`src/rtl/serial_rx_pkg.sv`:
```
// Shared definitions for the serial receive path: state encoding and default
// line timing, kept here so a future transmitter can use the same constants.
package serial_rx_pkg;

  localparam int DEFAULT_CLKS_PER_BIT = 16;
  localparam int DEFAULT_DATA_BITS    = 8;

  typedef enum logic [2:0] {
    IDLE      = 3'd0,
    START     = 3'd1,
    DATA      = 3'd2,
    STOP      = 3'd3,
    WAIT_IDLE = 3'd4
  } rx_state_e;

endpackage

```
`src/rtl/rx_bit_timer.sv`:
```
// Bit-period timer: counts 0..CLKS_PER_BIT-1 and flags the mid-bit and
// end-of-bit cycles; clear restarts the count from zero on the next cycle.
module rx_bit_timer #(
  parameter int CLKS_PER_BIT = 16
) (
  input  logic clk,
  input  logic reset,
  input  logic clear,
  output logic half_tick,
  output logic full_tick
);

  localparam int CW = $clog2(CLKS_PER_BIT);
  localparam logic [CW-1:0] HALF_COUNT = CW'(CLKS_PER_BIT / 2 - 1);
  localparam logic [CW-1:0] FULL_COUNT = CW'(CLKS_PER_BIT - 1);

  logic [CW-1:0] count_q;
  logic [CW-1:0] count_d;

  // Explicit wrap keeps the period exact when CLKS_PER_BIT is not a power of two.
  always_comb begin
    count_d = count_q + 1'b1;
    if (clear || (count_q == FULL_COUNT)) begin
      count_d = '0;
    end
  end

  always_ff @(posedge clk or posedge reset) begin
    if (reset) begin
      count_q <= '0;
    end else begin
      count_q <= count_d;
    end
  end

  assign half_tick = (count_q == HALF_COUNT);
  assign full_tick = (count_q == FULL_COUNT);

endmodule

```
`src/rtl/serial_byte_rx.sv`:
```
// Asynchronous serial frame receiver (start, LSB-first data, stop) producing
// a registered parallel word with one-cycle valid / framing-error pulses.
module serial_byte_rx
  import serial_rx_pkg::*;
#(
  parameter int CLKS_PER_BIT = DEFAULT_CLKS_PER_BIT,
  parameter int DATA_BITS    = DEFAULT_DATA_BITS
) (
  input  logic                 clk,
  input  logic                 reset,
  input  logic                 rx_bit,
  output logic [DATA_BITS-1:0] data_out,
  output logic                 data_valid,
  output logic                 frame_error,
  output logic                 busy
);

  localparam int BCW = $clog2(DATA_BITS);
  localparam logic [BCW-1:0] LAST_BIT = BCW'(DATA_BITS - 1);

  rx_state_e            state_q, state_d;
  logic [BCW-1:0]       bit_cnt_q, bit_cnt_d;
  logic [DATA_BITS-1:0] shift_q, shift_d;
  logic [DATA_BITS-1:0] data_out_q, data_out_d;
  logic                 data_valid_q, data_valid_d;
  logic                 frame_error_q, frame_error_d;
  logic                 busy_q, busy_d;
  logic                 timer_clear;
  logic                 half_tick;
  logic                 full_tick;

  rx_bit_timer #(
    .CLKS_PER_BIT(CLKS_PER_BIT)
  ) u_timer (
    .clk      (clk),
    .reset    (reset),
    .clear    (timer_clear),
    .half_tick(half_tick),
    .full_tick(full_tick)
  );

  always_comb begin
    state_d       = state_q;
    bit_cnt_d     = bit_cnt_q;
    shift_d       = shift_q;
    data_out_d    = data_out_q;
    data_valid_d  = 1'b0;
    frame_error_d = 1'b0;

    case (state_q)
      IDLE: begin
        if (!rx_bit) state_d = START;
      end
      START: begin
        if (half_tick) begin
          bit_cnt_d = '0;
          state_d   = rx_bit ? IDLE : DATA;
        end
      end
      DATA: begin
        if (full_tick) begin
          shift_d = {rx_bit, shift_q[DATA_BITS-1:1]};
          if (bit_cnt_q == LAST_BIT) begin
            state_d = STOP;
          end else begin
            bit_cnt_d = bit_cnt_q + 1'b1;
          end
        end
      end
      STOP: begin
        if (full_tick) begin
          if (rx_bit) begin
            data_out_d   = shift_q;
            data_valid_d = 1'b1;
            state_d      = IDLE;
          end else begin
            frame_error_d = 1'b1;
            state_d       = WAIT_IDLE;
          end
        end
      end
      WAIT_IDLE: begin
        // A held-low break must return high before another frame is accepted.
        if (rx_bit) state_d = IDLE;
      end
      default: state_d = IDLE;
    endcase

    busy_d      = (state_d != IDLE);
    timer_clear = (state_d != state_q);
  end

  always_ff @(posedge clk or posedge reset) begin
    if (reset) begin
      state_q       <= IDLE;
      bit_cnt_q     <= '0;
      shift_q       <= '0;
      data_out_q    <= '0;
      data_valid_q  <= 1'b0;
      frame_error_q <= 1'b0;
      busy_q        <= 1'b0;
    end else begin
      state_q       <= state_d;
      bit_cnt_q     <= bit_cnt_d;
      shift_q       <= shift_d;
      data_out_q    <= data_out_d;
      data_valid_q  <= data_valid_d;
      frame_error_q <= frame_error_d;
      busy_q        <= busy_d;
    end
  end

  assign data_out    = data_out_q;
  assign data_valid  = data_valid_q;
  assign frame_error = frame_error_q;
  assign busy        = busy_q;

endmodule

```
`config.mk`:
```
export PLATFORM = sky130hd
export DESIGN_NAME = serial_byte_rx
export DESIGN_NICKNAME = d
export VERILOG_FILES = /design/src/rtl/serial_rx_pkg.sv /design/src/rtl/rx_bit_timer.sv /design/src/rtl/serial_byte_rx.sv
export SDC_FILE = /design/constraint.sdc
export NUM_CORES = 1
export LEC_CHECK = 0
export CAP_MARGIN = 5
export CORE_MARGIN = 4
export CORE_UTILIZATION = 58
export CTS_CLUSTER_DIAMETER = 150
export CTS_CLUSTER_SIZE = 40
export DETAILED_ROUTE_END_ITERATION = 12
export GPL_TIMING_DRIVEN = 0
export PLACE_DENSITY = 0.91
export REMOVE_ABC_BUFFERS = 1
export SETUP_SLACK_MARGIN = 0.3
export SYNTH_ARGS = -nofsm -noshare
export SYNTH_HDL_FRONTEND = slang
export SYNTH_SLANG_ARGS = --single-unit
```
`constraint.sdc`:
```
create_clock -name clk -period 2.9 [get_ports clk]
set_input_delay 0.29 -clock clk [delete_from_list [all_inputs] [get_ports clk]]
set_output_delay 0.29 -clock clk [all_outputs]
set_load 0.01 [all_outputs]
```
Yosys cells after proc, flatten, opt, wreduce, memory -nomap -nowiden
Cells that the tools add are included.
Storage, ports and cells
  flip-flop bits (word level): 29
  bits in latches: 0
  RAM bits: 0
  memory bits (read-only): 0
  bits of input ports: 3
  output and inout bits: 11
  logic and storage cells: 48
  memories: 0
Cells by class
  add/subtract/negate cells: 2
  $mul: 0
  div/mod/pow operators: 0
  magnitude comparators: 0
  equal/unequal tests: 11
  shifts and indexed selects: 0
  multiplexer cells: 20
  bitwise operators: 0
  reduce and logical (&&, ||, !) cells: 7
Operators with widths (number)
  $mux W3: 10
  $pmux W3 S5: 1
  $eq A3 B2 Y1 const B: 2
  $eq A3 B3 Y1 const B: 2
  $mux W1: 6
  $ne A2 B2 Y1 const B: 3
  $pmux W3 S2: 1
  $add A4 B1 Y4 const B: 1
  $eq A4 B3 Y1 const B: 1
  $eq A4 B4 Y1 const B: 1
  $mux W4: 1
  $reduce_and A4 Y1: 1
  $add A3 B1 Y3 const B: 1
  $eq A3 B1 Y1 const B: 1
  $logic_not A3 Y1: 1
  $ne A3 B3 Y1: 1
  $reduce_and A3 Y1: 1
  $reduce_bool A3 Y1: 1
  $mux W2: 1
  $reduce_and A2 Y1: 1
  $reduce_bool A2 Y1: 1
  $logic_or A1 B1 Y1: 1

Depth between registers and ports, before layout
  depth in word-level cells: 7
  mapped depth: 6

By module
A second synthesis with hierarchy kept.
Second synthesis, totals
  cell total of the unflattened synthesis: 100
  area, all modules: 1308.8 um2
Modules (own cells, without submodules)
  serial_byte_rx: instances 1, cells an instance 82, area an instance 1111.1 um2, sequential area each 625.6 um2
  rx_bit_timer: instances 1, cells an instance 18, area an instance 197.7 um2, sequential area each 100.1 um2

Worst setup path before layout
No wires, ideal clock.
  kind: register -> register
  from: reg u_timer.count_q[0]
  to: reg shift_q[0]
  data arrival time: 1576 ps
  required time: 2775 ps
  setup slack: 1198 ps
  cell stages (with the launch flop): 6
  path through: dfrtp_1 -> ha_1 -> nand2_2 -> or4_4 -> buf_6 -> mux2_4
Between the ends
  word-level cells in the longest chain between the ends: 2
Ends and longest elaborated chain
  start: declaration: RTL line rx_bit_timer.sv:17  | logic [CW-1:0] count_q;
  start signal: assignment: RTL line rx_bit_timer.sv:32  | count_q <= count_d;
  $eq A4 B4 Y1: RTL line rx_bit_timer.sv:37  | assign full_tick = (count_q == FULL_COUNT);
  $reduce_and A2 Y1 (no line)
  end signal: assignment: RTL line serial_byte_rx.sv:105  | shift_q <= shift_d;
  end: declaration: RTL line serial_byte_rx.sv:23  | logic [DATA_BITS-1:0] shift_q, shift_d;
Every way passes these cells.
A chain may end at the register's enable or synchronous reset.

Final worst setup path
  from: reg u_timer.count_q[0]
  to: reg data_out_q[7], in the netlist data_out[7]
Between the ends
  word-level cells in the longest chain between the ends: 2
Ends and longest elaborated chain
  $eq A4 B4 Y1: RTL line rx_bit_timer.sv:37
  $reduce_and A3 Y1 (no line)
  end signal: assignment: RTL line serial_byte_rx.sv:106  | data_out_q <= data_out_d;
  end: declaration: RTL line serial_byte_rx.sv:24  | logic [DATA_BITS-1:0] data_out_q, data_out_d;
Every way passes these cells.

==> qor.txt <==
YOSYS
----------------------------------------------------------------------------------------
Cell accounting for the most synthesized area                                    dfrtp_1
Mean area per synthesized cell                                                14.0 sq um
Syn. warnings                                                                          0
Share of synthesized flip-flops with an asynchronous set or reset                   1.00
Flip-flop cell with the highest count after synthesis                            dfrtp_1
Number of enable flip-flop cells after synthesis                                       0
Number of standard cells after synthesis                                              93
Most frequent cells after synthesis                                         dfrtp_1, mux2_2, mux2_4
Post-synth top area share                                                          0.557
Sequential area share after synthesis                                              0.557
Yosys cell types                                                                      34
Most frequent cell after synthesis                                               dfrtp_1
Register bit count reported by yosys                                                  29
Most area-consuming cells after synthesis                                   dfrtp_1, mux2_4, mux2_2
Synthesized cell area                                                         1300 sq um

PWR
----------------------------------------------------------------------------------------
Gate power share                                                                   0.233
Clock share of power                                                               0.231
Switching portion of total power                                                   0.323
Internal power component                                                          691 uW
Post-layout power                                                                1020 uW
Switching power summed over all nets                                              329 uW
Power share of the sequential group                                                0.536
LEAKAGE                                                                      0.000721 uW
Worst voltage drop across the vdd grid                                        0.000573 V
Power Density                                                                687 nW/um^2

WORST SETUP PATH
----------------------------------------------------------------------------------------
Classification of the worst setup path                                      flop to flop
Flop2flop setup slack                                                            1060 ps
Critical Path Fanout Max                                                               9
CP required                                                                      3120 ps
Setup crit start kind                                                               flop
Crit path capture type                                                              flop
CP arrival                                                                       2050 ps

GRT
----------------------------------------------------------------------------------------
Pin count of the biggest net entering global routing                                  30
Via count of the first global-routing pass                                           724
GRT Util Overall                                                                   0.141
Initial antenna violation count                                                        0
Grt ovf                                                                                0
First-pass GRT wire length                                                       3.38 mm

CTS
----------------------------------------------------------------------------------------
H-tree Lvls                                                                            2
Clock slew seen by the registers of the worst setup and hold paths                 90 ps
TritonCTS sink count                                                                  29
Number of buffers inserted by post-CTS setup repair                                    0
Clock Tree Root                                                                 clkbuf_4
CTS tree                                                                           built
Clock buffer count from CTS                                                            5
Clock network latency to the later pin of the worst-skew pair                     330 ps
Clock Path Buffers                                                                     2
Hold buffer count at CTS                                                               0
Quantity of gates resized following cts                                                0

ROUTING
----------------------------------------------------------------------------------------
Number of search-and-repair iterations in the first detailed-routing pass              4
Number of nets with antenna violations after routing                                   0
Drt total wl                                                                     1.94 mm
Via count                                                                            751
Initial DRC Count                                                                     14
Post-DR wirelength/cell                                                          14.2 um
Number of vias per cell after detailed routing                                      5.52
Post-route DRC                                                                         0

FINISH
----------------------------------------------------------------------------------------
Layout cell share with drive strength beyond 1                                     0.294
Number of nets in the final layout                                                   114
Final std cell area, no fill                                                  1490 sq um
Layout area overhead                                                               14.0%
Number of fillers in the final layout                                                129
Antenna Cells                                                                          0

FLOORPLANNING
----------------------------------------------------------------------------------------
Core area                                                                     2040 sq um
Height of the chip                                                               55.4 um
Starting utilization of the core area                                              0.638
Die outline width                                                                55.4 um
Boundary pin count                                                                    14
Row Count                                                                             16
Overall die area                                                              3070 sq um

TIMING
----------------------------------------------------------------------------------------
Worst slew slack as a fraction of its limit                                        0.314
Highest achievable clock rate                                                  0.545 GHz
Final count of negative-setup-slack endpoints                                          0
Clock skew                                                                       9.84 ps
Final hold violation count                                                             0
Worst Max-Slew Pin Slew                                                          1030 ps
Part of the cycle the worst path needs                                             0.633
RSZ-0062 raised after global routing                                               false
Fin. max-slew vios                                                                     0
Accumulated negative setup slack                                                    0 ps
Final Critical Period                                                            1840 ps

PLACE
----------------------------------------------------------------------------------------
Post-Place Cell Area                                                          1430 sq um
Count of port buffers added during placement                                          13
Weighted congestion at the end of routability-driven global placement              0.787
Detailed-placement wirelength estimate                                           1.39 mm

MIN PATH
----------------------------------------------------------------------------------------
Worst hold-check path type                                                  flop to flop

FLOW RUN
----------------------------------------------------------------------------------------
Max-cap viol count                                                                     0

OUTCOME
----------------------------------------------------------------------------------------
Result of the run                                                           finished, final reports clean

==> registers in the layout, summed over array words and instances (netlist names) <==
signal and flops:
shift_q 8, frame_error 1, busy 1, data_valid 1, data_out 8, state_q 3
u_timer.count_q 4, bit_cnt_q 3
==> cell families (layout without fill, tap and decap cells) <==
group / after synthesis / after routing / share of synthesized area
adder cells (fa/ha/maj): 3 / 3 / 0.0288
AO/OA/AOI/OAI: 11 / 11 / 0.0653
multiplexers: 17 / 17 / 0.170
buffers and inverters: 9 / 25 / 0.0394
AND/OR/NAND/NOR: 21 / 21 / 0.119
flip-flops: 29 / 29 / 0.557
XOR/XNOR: 3 / 3 / 0.0202
==> per-stage QoR <==
step | hold slack [ps] | instances | setup WS [ps] | utilization
2_1_floorplan | 368 | 88 | 1210 | -
3_3_place_gp | 449 | 128 | 921 | 0.700
3_5_place_dp | 450 | 128 | 884 | 0.700
4_1_cts | 464 | 136 | 1050 | 0.727
5_1_grt | 484 | 136 | 957 | 0.727
6_report | 463 | 136 | 1060 | 0.727
==> cell type report <==
cell class | count | area (sq um) | share of cell area
inverters | 4 | 15.0 | 0.0101
well taps | 27 | 33.8 | 0.0227
flip-flops and latches | 29 | 726 | 0.489
multi-input cells | 55 | 526 | 0.354
repair buffers | 13 | 130 | 0.0876
clock inverters | 3 | 17.5 | 0.0118
clock buffers | 5 | 37.5 | 0.0253
==> cell usage in the layout (no fill, tap or decap), types with 2 or more instances in the layout <==
cell and n:
dfrtp_1 29, clkdlybuf4s50_1 13, mux2_2 9, mux2_4 8
clkbuf_4 5, inv_1 4, nor2_1 4, nand2_1 3
ha_1 3, nand3_1 2, a22o_1 2, xnor2_1 2
or4_1 2, o21ai_0 2, clkinv_2 2
==> power by group through the flow <==
| stage | Sequential, uW | Combinational (uW) | Clock, uW |
|---|---|---|---|
| global placement | 550 | 230 | 0 |
| global route | 559 | 263 | 261 |
| finish | 547 | 238 | 236 |
| floorplan | 544 | 175 | 0 |
| CTS | 547 | 241 | 242 |
| detailed placement | 554 | 240 | 0 |
==> worst max-delay path, stage by stage, from the launching register on <==
cell,delay (ps)
dfrtp_1,380
ha_1,220
nand2_2,120
nor4b_4,600
mux2_2,410
==> path summary, 6_finish.rpt <==
kind | cells after the start | from | to
min | 1 | u_timer.count_q[0] | u_timer.count_q[0]
min reg2reg | 1 | u_timer.count_q[0] | u_timer.count_q[0]
min in group asynchronous | 2 | reset | shift_q[1]
max | 4 | u_timer.count_q[0] | data_out[7]
max in group asynchronous | 2 | reset | u_timer.count_q[2]
max reg2reg | 4 | u_timer.count_q[0] | data_out[7]
==> routing by layer <==
layer | wire length (um) | up-vias | track usage
met3 | 97 | 3 | 0.0606
met5 | 0 | - | 0
met4 | 24 | 0 | 0.0625
li1 | - | 362 | -
met2 | 948 | 17 | 0.221
met1 | 865 | 369 | 0.169
No activity file was read; power rests on OpenSTA's default activity.
